===== config.mk =====
export PLATFORM = sky130hd
export DESIGN_NAME = wb_stage
export DESIGN_NICKNAME = d
export VERILOG_FILES = /design/src/rtl/wb_stage.sv
export SDC_FILE = /design/constraint.sdc
export NUM_CORES = 1
export LEC_CHECK = 0
export ABC_AREA = 1
export BUFFER_PORTS_ARGS = -buffer_cell sky130_fd_sc_hd__clkbuf_2
export CORE_MARGIN = 2
export CORE_UTILIZATION = 50
export DETAILED_ROUTE_END_ITERATION = 8
export PLACE_DENSITY_LB_ADDON = 0.05
export SYNTH_ARGS = -nofsm -noshare
export SYNTH_HDL_FRONTEND = slang
export SYNTH_SLANG_ARGS = --single-unit

===== constraint.sdc =====
create_clock -name clk -period 5.65 [get_ports clk]
set_clock_uncertainty 0.05 [all_clocks]
set_input_delay 0.8475 -clock clk [delete_from_list [all_inputs] [get_ports clk]]
set_output_delay 0.8475 -clock clk [all_outputs]
set_load 0.02 [all_outputs]

===== src/rtl/wb_stage.sv =====
// wb_stage: LC-3b writeback stage; regfile, nzp flags, retire counter.
// Consumes the MEM/WB payload and feeds bypassed reads back to decode.
//
// Ports:
//   clk, reset       core clock; async active-high reset
//   wb_valid         entry holds a real instruction (0 = bubble)
//   wb_ir, wb_pc     instruction word, PC+2
//   wb_mem, wb_alu   memory read word, ALU result / effective address
//   regfilemux_sel   00 ALU, 01 mem word, 10 mem byte, 11 PC
//   load_regfile     instruction writes a GPR
//   load_cc          instruction updates nzp
//   sr1_sel/sr2_sel  decode read addresses
//   sr1_out/sr2_out  bypassed read data
//   wb_data/dest/we  combinational writeback tuple for forwarding
//   cc_out           registered {n,z,p}
//   retired_count    retired-instruction counter (wraps)
module wb_stage #(
    parameter int CNT_W = 32
) (
    input  logic             clk,
    input  logic             reset,
    input  logic             wb_valid,
    input  logic [15:0]      wb_ir,
    input  logic [15:0]      wb_pc,
    input  logic [15:0]      wb_mem,
    input  logic [15:0]      wb_alu,
    input  logic [1:0]       regfilemux_sel,
    input  logic             load_regfile,
    input  logic             load_cc,
    input  logic [2:0]       sr1_sel,
    input  logic [2:0]       sr2_sel,
    output logic [15:0]      sr1_out,
    output logic [15:0]      sr2_out,
    output logic [15:0]      wb_data,
    output logic [2:0]       wb_dest,
    output logic             wb_we,
    output logic [2:0]       cc_out,
    output logic [CNT_W-1:0] retired_count
);

    logic [15:0]      r_gpr [8];
    logic [2:0]       r_cc;
    logic [CNT_W-1:0] r_cnt;

    logic [3:0]  w_opcode;
    logic        w_link;
    logic [2:0]  w_dest;
    logic [7:0]  w_byte;
    logic [15:0] w_byte_sext;
    logic [15:0] w_data;
    logic        w_we;
    logic        w_cc_we;
    logic        w_n;
    logic        w_z;
    logic        w_p;
    logic [2:0]  w_cc;
    logic        w_unused;

    // Only opcode and DR field matter here; the rest of IR is decode's.
    assign w_unused = ^wb_ir[8:0];

    assign w_opcode = wb_ir[15:12];

    // JSR/JSRR and TRAP link through R7 regardless of IR[11:9].
    assign w_link = (w_opcode == 4'b0100) || (w_opcode == 4'b1111);
    assign w_dest = w_link ? 3'd7 : wb_ir[11:9];

    // LDB: the low address bit picks the byte lane.
    assign w_byte      = wb_alu[0] ? wb_mem[15:8] : wb_mem[7:0];
    assign w_byte_sext = {{8{w_byte[7]}}, w_byte};

    always_comb begin
        w_data = wb_alu;
        unique case (regfilemux_sel)
            2'b00: w_data = wb_alu;
            2'b01: w_data = wb_mem;
            2'b10: w_data = w_byte_sext;
            2'b11: w_data = wb_pc;
            default: w_data = wb_alu;
        endcase
    end

    assign w_we    = wb_valid & load_regfile;
    assign w_cc_we = wb_valid & load_cc;

    // One-hot nzp derived from the value being written back.
    assign w_n  = w_data[15];
    assign w_z  = (w_data == 16'h0000);
    assign w_p  = !w_n && !w_z;
    assign w_cc = {w_n, w_z, w_p};

    always_ff @(posedge clk or posedge reset) begin
        if (reset) begin
            for (int i = 0; i < 8; i++) begin
                r_gpr[i] <= 16'h0000;
            end
        end else if (w_we) begin
            r_gpr[w_dest] <= w_data;
        end
    end

    always_ff @(posedge clk or posedge reset) begin
        if (reset) begin
            r_cc <= 3'b010;
        end else if (w_cc_we) begin
            r_cc <= w_cc;
        end
    end

    // Counts every valid entry; a held valid entry counts again.
    always_ff @(posedge clk or posedge reset) begin
        if (reset) begin
            r_cnt <= '0;
        end else if (wb_valid) begin
            r_cnt <= r_cnt + CNT_W'(1);
        end
    end

    // Same-cycle bypass so decode sees the value being written now.
    always_comb begin
        sr1_out = r_gpr[sr1_sel];
        if (w_we && (w_dest == sr1_sel)) begin
            sr1_out = w_data;
        end
    end

    always_comb begin
        sr2_out = r_gpr[sr2_sel];
        if (w_we && (w_dest == sr2_sel)) begin
            sr2_out = w_data;
        end
    end

    assign wb_data       = w_data;
    assign wb_dest       = w_dest;
    assign wb_we         = w_we;
    assign cc_out        = r_cc;
    assign retired_count = r_cnt;

endmodule

==> results of run 1 <==
-- cells in the mapped netlist, drive strengths merged --
library cell | n | area share [%]
and3 | 16 | 1.1
nand3b | 2 | 0.15
nor4 | 2 | 0.12
nand2 | 382 | 15
a21oi | 90 | 4.6
clkbuf | 31 | 1.2
inv | 144 | 5.4
ha | 1 | 0.12
nor3b | 1 | 0.075
o21ai | 220 | 11
o211ai | 42 | 3.1
xor2 | 16 | 1.4
dfrtp | 162 | 40
or2 | 5 | 0.31
xnor2 | 13 | 1.1
nor3 | 12 | 1.0
clkinv | 1 | 0.037
nand4 | 16 | 1.1
buf | 53 | 3.1
nand3 | 90 | 5.0
dfstp | 1 | 0.26
dlygate4sd1 | 1 | 0.087
nor2 | 50 | 2.3
a31oi | 32 | 2.0
-- state kept, by name (all words and copies together), names as in the netlist --
| register | count |
|---|---|
| r_gpr | 128 |
| retired_count | 32 |
| cc_out | 3 |
-- worst max-delay path: cells and delay by family --
family,cells,cell delay (ns)
and+or+nand+nor,6,1.12
buffers and inverters,3,1.06
-- final cells by class --
type                            count  area (um^2)
Timing Repair Buffer              171        900.9
Tap cell                          265        331.6
Multi-Input combinational cell    990         4997
Clock inverter                     13        140.1
Sequential cell                   163         4080
Inverter                          145        549.3
Clock buffer                       19        452.9
Fill cell                        1926         8138
-- layer usage --
layer / vias up / track usage [%] / part of all wire [%]
met5: - / 0 / 0
met4: 0 / 9.314 / 2.3
met3: 48 / 4.734 / 6.7
met2: 352 / 45.85 / 46
met1: 4461 / 38.54 / 45
li1: 4795 / - / -
-- logic make-up (layout without fill, tap and decap cells) --
| logic type | Yosys count | in the layout | synth area share (%) |
|---|---|---|---|
| simple gates | 576 | 576 | 26.26 |
| buf+inv | 230 | 348 | 9.741 |
| fa+ha+maj | 1 | 1 | 0.1244 |
| flops | 163 | 163 | 40.57 |
| compound gates | 384 | 384 | 20.78 |
| xor+xnor | 29 | 29 | 2.525 |
-- path summary, 6_finish.rpt --
path,start,end,slack (ns)
hold / removal,cc_out[1]$_DFFE_PP1P_,cc_out[1]$_DFFE_PP1P_,0.42
setup / recovery,sr2_sel[0],sr2_out[6],1.70
max in group asynchronous,reset,r_gpr[117]$_DFFE_PP0P_,3.98
hold reg to reg,cc_out[1]$_DFFE_PP1P_,cc_out[1]$_DFFE_PP1P_,0.42
setup reg to reg,retired_count[0]$_DFFE_PP0P_,retired_count[31]$_DFFE_PP0P_,3.80
min in group asynchronous,reset,r_gpr[67]$_DFFE_PP0P_,0.49
-- report_power, final --
group	switching, uW	internal [uW]
logic	700	349
clock network	523	647
registers	165	1450
-- through the flow --
stage,area [um^2],utilization (%),std cells,hold slack [ns],setup slack [ns]
finish,11450,58.46,1766,0.4187,1.704
detailed placement,10860,55.43,1734,0.4063,1.704
floorplan,10060,-,1383,0.4030,0.3492
global route,11450,58.46,1766,0.4344,1.529
CTS,11450,58.46,1766,0.4235,1.708
global placement,10860,55.43,1734,0.4092,1.674
==> flow_metrics.env, run 1 <==
export IMPL_slowest_delay_ns=0.58
export IMPL_postCtsSetupBuffers=0
export IMPL_num_rows=51
export IMPL_tightest_slew_ns=0.8792
export IMPL_ys_types=44
export IMPL_clkSinkCount=163
export IMPL_setup_viol=0
export IMPL_drt_iter0_markers=860
export IMPL_drt_pass1_iter_count=5
export IMPL_cap_violations=0
export IMPL_netlist_area_um2=10060
export IMPL_routed_wl_um=29720
export IMPL_clk_pin_slew_ns=0.07
export IMPL_layout_common_cells="nand2_1 (371), o21ai_0 (208), dfrtp_1 (162)"
export IMPL_ys_warn_count=0
export IMPL_die_h_um=145.8
export IMPL_slew_violations=0
export IMPL_r2r_cells=8
export IMPL_drc=0
export IMPL_arrival_ns=3.05
export IMPL_cts_root_buf="clkbuf_16"
export IMPL_path_cells="buf_4 -> inv_1 -> nand2_1 -> nand2_1 -> nor2_4 -> nand2_4 -> nand2_1 -> nand2_1 -> clkbuf_2"
export IMPL_leakagePower_uw=0.005684
export IMPL_io_buffers=154
export IMPL_fmax_mhz=253.4
export IMPL_hold_viol=0
export IMPL_critPathKind="input pin to primary output"
export IMPL_grt_max_degree=91
export IMPL_hold_depth=2
export IMPL_die_area_um2=21260
export IMPL_drt_vias_per_instance=5.468
export IMPL_grt_total_usage_pct=28.21
export IMPL_syn_avg_cell_area_um2=7.272
export IMPL_h_tree_depth=4
export IMPL_gp_congestion=0.8398
export IMPL_cp_slowest_cell="buf_4"
export IMPL_synth_seq_cells=163
export IMPL_fp_dieW_um=145.8
export IMPL_core_area_um2=19590
export IMPL_hold_buffers=0
export IMPL_grt_pass1_vias=8965
export IMPL_setup_tns_ns=0
export IMPL_grt_antenna_before_repair=0
export IMPL_pin_count=164
export IMPL_fin_crit_ns=3.946
export IMPL_grt_overflow_total=0
export IMPL_clk_latency_ns=0.43
export IMPL_cpMostUsedCell="nand2_1"
export IMPL_cts_made_buffers=17
export IMPL_hold_class="flop to flop"
export IMPL_num_vias=9656
export IMPL_antenna_diode_count=0
export IMPL_nNetsFinal=1566
export IMPL_cts_buffer_depth=2
export IMPL_start_util_pct=51.34
export IMPL_fin_crit_sh_pct=69.84
export IMPL_p_per_area_nw_per_um2=334.6
export IMPL_power_uw=3832
export IMPL_final_layout_size_suffix_gt1_share_pct=16.99
export IMPL_final_common_cell="nand2_1"
export IMPL_status="complete, no violations"
export IMPL_cts_tree="done"
export IMPL_required_ns=4.75
export IMPL_maxSlewHeadroom_pct=41.39
export IMPL_hpwlAfterDp_um=20090
export IMPL_mappedNetlistNets=1461
export IMPL_ant_nets=0
export IMPL_ctsResizeCount=0
export IMPL_end_kind="primary output"
export IMPL_routedWlPerCell_um=16.83
export IMPL_cp_max_fo=81
export IMPL_start_kind="input pin"
export IMPL_grt_pass1_wl_um=47620
export IMPL_ir_worst_vdd_uv=247.7
export IMPL_rsz0062_at_grt="false"
export IMPL_ys_seq_area_share_pct=40.57
export IMPL_synthCells=1383
export IMPL_syn_to_final_growth_pct=13.87
Power figures use the tool's default switching activity.
==> inputs of run 2 (changes only) <==
Clock period 5.65 ns to 3.4 ns, I/O delays scaled along.
==> run 2 against run 1 <==
Compared with the run above: design area increased by 1.6%; worst hold slack got worse by 0.38 ns; clock power increased by 64%; worst setup slack got worse by 1.4 ns; sequential share of layout area decreased by 0.56 points; largest cell class unchanged; power increased by 67%.
==> flow_metrics.env, run 2 (synthesis gave the netlist of run 1 again) <==
export IMPL_routed_wl_um=30340
export IMPL_grt_max_degree=77
export IMPL_die_h_um=145.8
export IMPL_clk_latency_ns=0.43
export IMPL_grt_antenna_before_repair=0
export IMPL_maxSlewHeadroom_pct=61.44
export IMPL_cp_startpoint="regfilemux_sel[1]"
export IMPL_power_frac_seq_pct=42.0
export IMPL_clk_pin_slew_ns=0.06
export IMPL_final_layout_size_suffix_gt1_share_pct=18.07
export IMPL_hpwlAfterDp_um=21190
export IMPL_drt_iter0_markers=790
export IMPL_h_tree_depth=4
export IMPL_status="complete, no violations"
export IMPL_regMostFlops="r_gpr"
export IMPL_drc=0
export IMPL_hold_viol=0
export IMPL_rsz0062_at_grt="false"
export IMPL_grt_total_usage_pct=28.85
export IMPL_gp_congestion=0.8374
export IMPL_critPathKind="input pin to primary output"
export IMPL_crit_path_end="sr1_out[5]"
export IMPL_fin_area_um2=11630
export IMPL_drt_vias_per_instance=5.486
export IMPL_fp_dieW_um=145.8
export IMPL_die_area_um2=21260
export IMPL_layout_common_cells="nand2_1 (371), o21ai_0 (208), dfrtp_1 (162)"
export IMPL_end_kind="primary output"
export IMPL_setup_tns_ns=0
export IMPL_hold_buffers=0
export IMPL_start_util_pct=51.34
export IMPL_cts_tree="done"
export IMPL_core_area_um2=19590
export IMPL_p_switching_uw=2266
export IMPL_fin_cells=1787
export IMPL_grt_pass1_wl_um=48840
export IMPL_setup_viol=0
export IMPL_r2r_cells=8
export IMPL_pin_count=164
export IMPL_power_uw=6400
export IMPL_postCtsSetupBuffers=0
export IMPL_reg2reg_to="retired_count[31]$_DFFE_PP0P_"
export IMPL_switching_share_pct=35.40
export IMPL_arrival_ns=2.51
export IMPL_final_common_cell="nand2_1"
export IMPL_grt_pass1_vias=9096
export IMPL_cts_root_buf="clkbuf_16"
export IMPL_hold_class="input pin to asynchronous set/reset pin"
export IMPL_drt_pass1_iter_count=5
export IMPL_cts_made_buffers=17
export IMPL_clkSinkCount=163
export IMPL_nNetsFinal=1588
export IMPL_p_clk_share_pct=30.1
export IMPL_required_ns=2.84
export IMPL_dp_cells=1756
export IMPL_start_kind="input pin"
export IMPL_ant_nets=0
export IMPL_fmax_mhz=325.7
export IMPL_timing_rr_start="retired_count[0]$_DFFE_PP0P_"
export IMPL_power_frac_comb_pct=27.9
export IMPL_slew_violations=0
export IMPL_cts_buffer_depth=2
export IMPL_grt_overflow_total=0
export IMPL_largest_reg_flops=128
export IMPL_syn_to_final_growth_pct=15.68
export IMPL_ff2ff_setup_slack_ns=1.55
export IMPL_num_rows=51
export IMPL_ctsResizeCount=0
export IMPL_routedWlPerCell_um=16.98
export IMPL_leakagePower_uw=0.005785
export IMPL_num_vias=9804
export IMPL_fillers=1870
export IMPL_antenna_diode_count=0
export IMPL_cap_violations=0
export IMPL_placed_cell_area_um2=11050
export IMPL_fin_crit_sh_pct=90.31
export IMPL_p_int_uw=4135
export IMPL_io_buffers=154
export IMPL_fin_crit_ns=3.071
export IMPL_ir_worst_vdd_uv=361.0
export IMPL_tightest_slew_ns=0.5783
export IMPL_cp_max_fo=14
export IMPL_p_per_area_nw_per_um2=550.2
==> run 2: worst max-delay path: stages <==
cell and delay, ns:
clkbuf_2 0.18, inv_1 0.33, nand2_1 0.31, or2_2 0.35, nand2_1 0.28, inv_1 0.20, nand3_1 0.12, nand2_1 0.05
clkbuf_2 0.15
==> run 2: worst min path at each step <==
stage | slack [ns] | end | from | cells after the start
2_1_floorplan | 0.40 | r_gpr[84]$_DFFE_PP0P_ | r_gpr[84]$_DFFE_PP0P_ | 2
3_3_place_gp | 0.41 | cc_out[1]$_DFFE_PP1P_ | cc_out[1]$_DFFE_PP1P_ | 2
3_5_place_dp | 0.42 | cc_out[1]$_DFFE_PP1P_ | cc_out[1]$_DFFE_PP1P_ | 2
4_1_cts | 0.04 | r_gpr[67]$_DFFE_PP0P_ | reset | 2
5_1_grt | 0.06 | r_gpr[67]$_DFFE_PP0P_ | reset | 2
6_report | 0.04 | r_gpr[67]$_DFFE_PP0P_ | reset | 2
==> run 2: cell type report <==
cell class                      instances  area (um^2)  area share (%)
Multi-Input combinational cell        990         4997           42.96
Sequential cell                       163         4080           35.07
Timing Repair Buffer                  193         1091           9.378
Inverter                              145        548.0           4.711
Clock buffer                           20        456.7           3.926
Tap cell                              265        331.6           2.850
Clock inverter                         11        128.9           1.108
==> run 2: metrics by stage <==
stage,utilization (%),worst slack (ns),hold WS (ns)
floorplan,-,0.7700,0.4030
global placement,56.40,0.3809,0.4078
detailed placement,56.40,0.3560,0.4192
CTS,59.39,0.3608,0.03983
global route,59.39,0.1001,0.06360
finish,59.39,0.3294,0.04256
==> run 2: routing by layer <==
| layer | global-route usage (%) | vias to the layer above | wire, um |
|---|---|---|---|
| met5 | 0 | - | 0 |
| met1 | 39.67 | 4540 | 13590 |
| li1 | - | 4838 | - |
| met2 | 47.12 | 372 | 14110 |
| met3 | 4.702 | 54 | 1992 |
| met4 | 8.529 | 0 | 645 |
==> run 2: power by group through the flow <==
stage	Sequential, uW	Combinational (uW)	Clock, uW
2_1_floorplan	2690	1220	0
3_3_place_gp	2700	1740	0
3_5_place_dp	2710	1780	0
4_1_cts	2680	1790	1950
5_1_grt	2750	2020	2030
6_report	2690	1790	1920
==> inputs of run 3 (changes only) <==
Clock period 3.4 ns to 3.15 ns, I/O delays scaled along.
==> run 3 against run 2 <==
Compared with the run above: sequential cell count unchanged; die area unchanged; design area up 1.1%; critical path type unchanged; critical endpoint is now sr1_out[3].
==> flow_metrics.env, run 3 (synthesis gave the netlist of run 1 again) <==
export IMPL_status="complete, no violations"
export IMPL_setup_viol=0
export IMPL_use_met2_pct=48.68
export IMPL_cts_tree="done"
export IMPL_fmax_mhz=347.3
export IMPL_largest_reg_flops=128
export IMPL_arrival_ns=2.36
export IMPL_postCtsSetupBuffers=0
export IMPL_required_ns=2.63
export IMPL_tightest_slew_ns=0.8589
export IMPL_num_rows=51
export IMPL_cts_made_buffers=17
export IMPL_drc=0
export IMPL_critPathKind="input pin to primary output"
export IMPL_cts_root_buf="clkbuf_16"
export IMPL_pin_count=164
export IMPL_syn_to_final_growth_pct=16.91
export IMPL_fp_dieW_um=145.8
export IMPL_grt_busiest_layer="met2"
export IMPL_ctsResizeCount=0
export IMPL_slew_violations=0
export IMPL_ir_worst_vdd_uv=456.1
export IMPL_hold_viol=0
export IMPL_maxSlewHeadroom_pct=42.62
export IMPL_gp_congestion=0.8362
export IMPL_cp_slowest_cell="inv_1"
export IMPL_grt_use_met1_pct=40.15
export IMPL_num_vias=9773
export IMPL_antenna_diode_count=0
export IMPL_hpwlAfterDp_um=21540
export IMPL_core_area_um2=19590
export IMPL_layout_common_cells="nand2_1 (371), o21ai_0 (208), dfrtp_1 (162)"
export IMPL_final_common_cell="nand2_1"
export IMPL_setup_tns_ns=0
export IMPL_cts_buffer_depth=2
export IMPL_routed_wl_um=30610
export IMPL_gr_usage_met3_pct=4.828
export IMPL_fin_crit_sh_pct=91.40
export IMPL_nNetsFinal=1594
export IMPL_fin_ws_ns=0.2709
export IMPL_routedWlPerCell_um=17.06
export IMPL_h_tree_depth=4
export IMPL_leakagePower_uw=0.005852
export IMPL_cap_violations=0
export IMPL_hold_class="input pin to asynchronous set/reset pin"
export IMPL_drt_iter0_markers=823
export IMPL_hold_buffers=0
export IMPL_cpMostUsedCell="nand2_1"
export IMPL_rsz0062_at_grt="false"
export IMPL_grt_max_degree=48
export IMPL_end_kind="primary output"
export IMPL_drt_pass1_iter_count=5
export IMPL_drt_vias_per_instance=5.448
export IMPL_final_layout_size_suffix_gt1_share_pct=18.31
export IMPL_grt_total_usage_pct=29.25
export IMPL_start_util_pct=51.34
export IMPL_grt_antenna_before_repair=0
export IMPL_whs_ns=0.1548
export IMPL_die_area_um2=21260
export IMPL_cp_max_fo=14
export IMPL_place_ws_ns=0.2768
export IMPL_slowest_delay_ns=0.32
export IMPL_clkSinkCount=163
export IMPL_die_h_um=145.8
export IMPL_grt_pass1_wl_um=49390
export IMPL_io_buffers=154
export IMPL_cp_num_buf_inv=4
export IMPL_grt_overflow_total=0
export IMPL_path_cells="clkbuf_2 -> inv_1 -> nand2_1 -> nand2_1 -> nor2_1 -> nand2_1 -> nand2_1 -> inv_1 -> nand3_1 -> nand2_1 -> clkbuf_2"
export IMPL_p_per_area_nw_per_um2=595.3
export IMPL_regMostFlops="r_gpr"
export IMPL_grt_pass1_vias=9271
export IMPL_clk_pin_slew_ns=0.06
export IMPL_ant_nets=0
export IMPL_cp_top_family="buffers and inverters"
export IMPL_start_kind="input pin"
export IMPL_clk_latency_ns=0.43
export IMPL_fin_crit_ns=2.879
==> run 3: through the flow <==
stage,cell area (um^2),util [%],cells,total power (uW)
after floorplan,10060,-,1383,4225
after global placement,11160,56.95,1762,4818
after detailed placement,11160,56.95,1762,4872
after CTS,11760,60.02,1794,7023
after global routing,11760,60.02,1794,7425
final,11760,60.02,1794,6999
==> run 3: per-layer routing <==
metal  wire, um  vias up
met4        472        0
met2      14340      370
li1           -     4842
met3       2152       35
met1      13650     4526
met5          0        -
==> run 3: final timing paths <==
path	to	startpoint	cells past startpoint	slack [ns]
worst max register to register	retired_count[31]$_DFFE_PP0P_	retired_count[0]$_DFFE_PP0P_	8	1.28
worst min-delay path	r_gpr[35]$_DFFE_PP0P_	reset	2	0.15
min in group clk	cc_out[1]$_DFFE_PP1P_	load_cc	4	0.34
max in group asynchronous	cc_out[1]$_DFFE_PP1P_	reset	3	2.14
worst min register to register	cc_out[1]$_DFFE_PP1P_	cc_out[1]$_DFFE_PP1P_	2	0.42
worst max-delay path	sr1_out[3]	regfilemux_sel[1]	11	0.27
==> run 3: where the power goes <==
group | switching (uW) | total (uW) | internal, uW
logic | 1290 | 1960 | 669
clock network | 868 | 2140 | 1280
registers | 300 | 2900 | 2600
==> run 3: layout make-up <==
type / count / area, um^2
fill: 1872 / 7833
multi-input combinational: 990 / 4997
sequential: 163 / 4080
timing repair buffer: 199 / 1199
inverter: 145 / 548.0
clock buffer: 21 / 450.4
tap: 265 / 331.6
clock inverter: 11 / 151.4
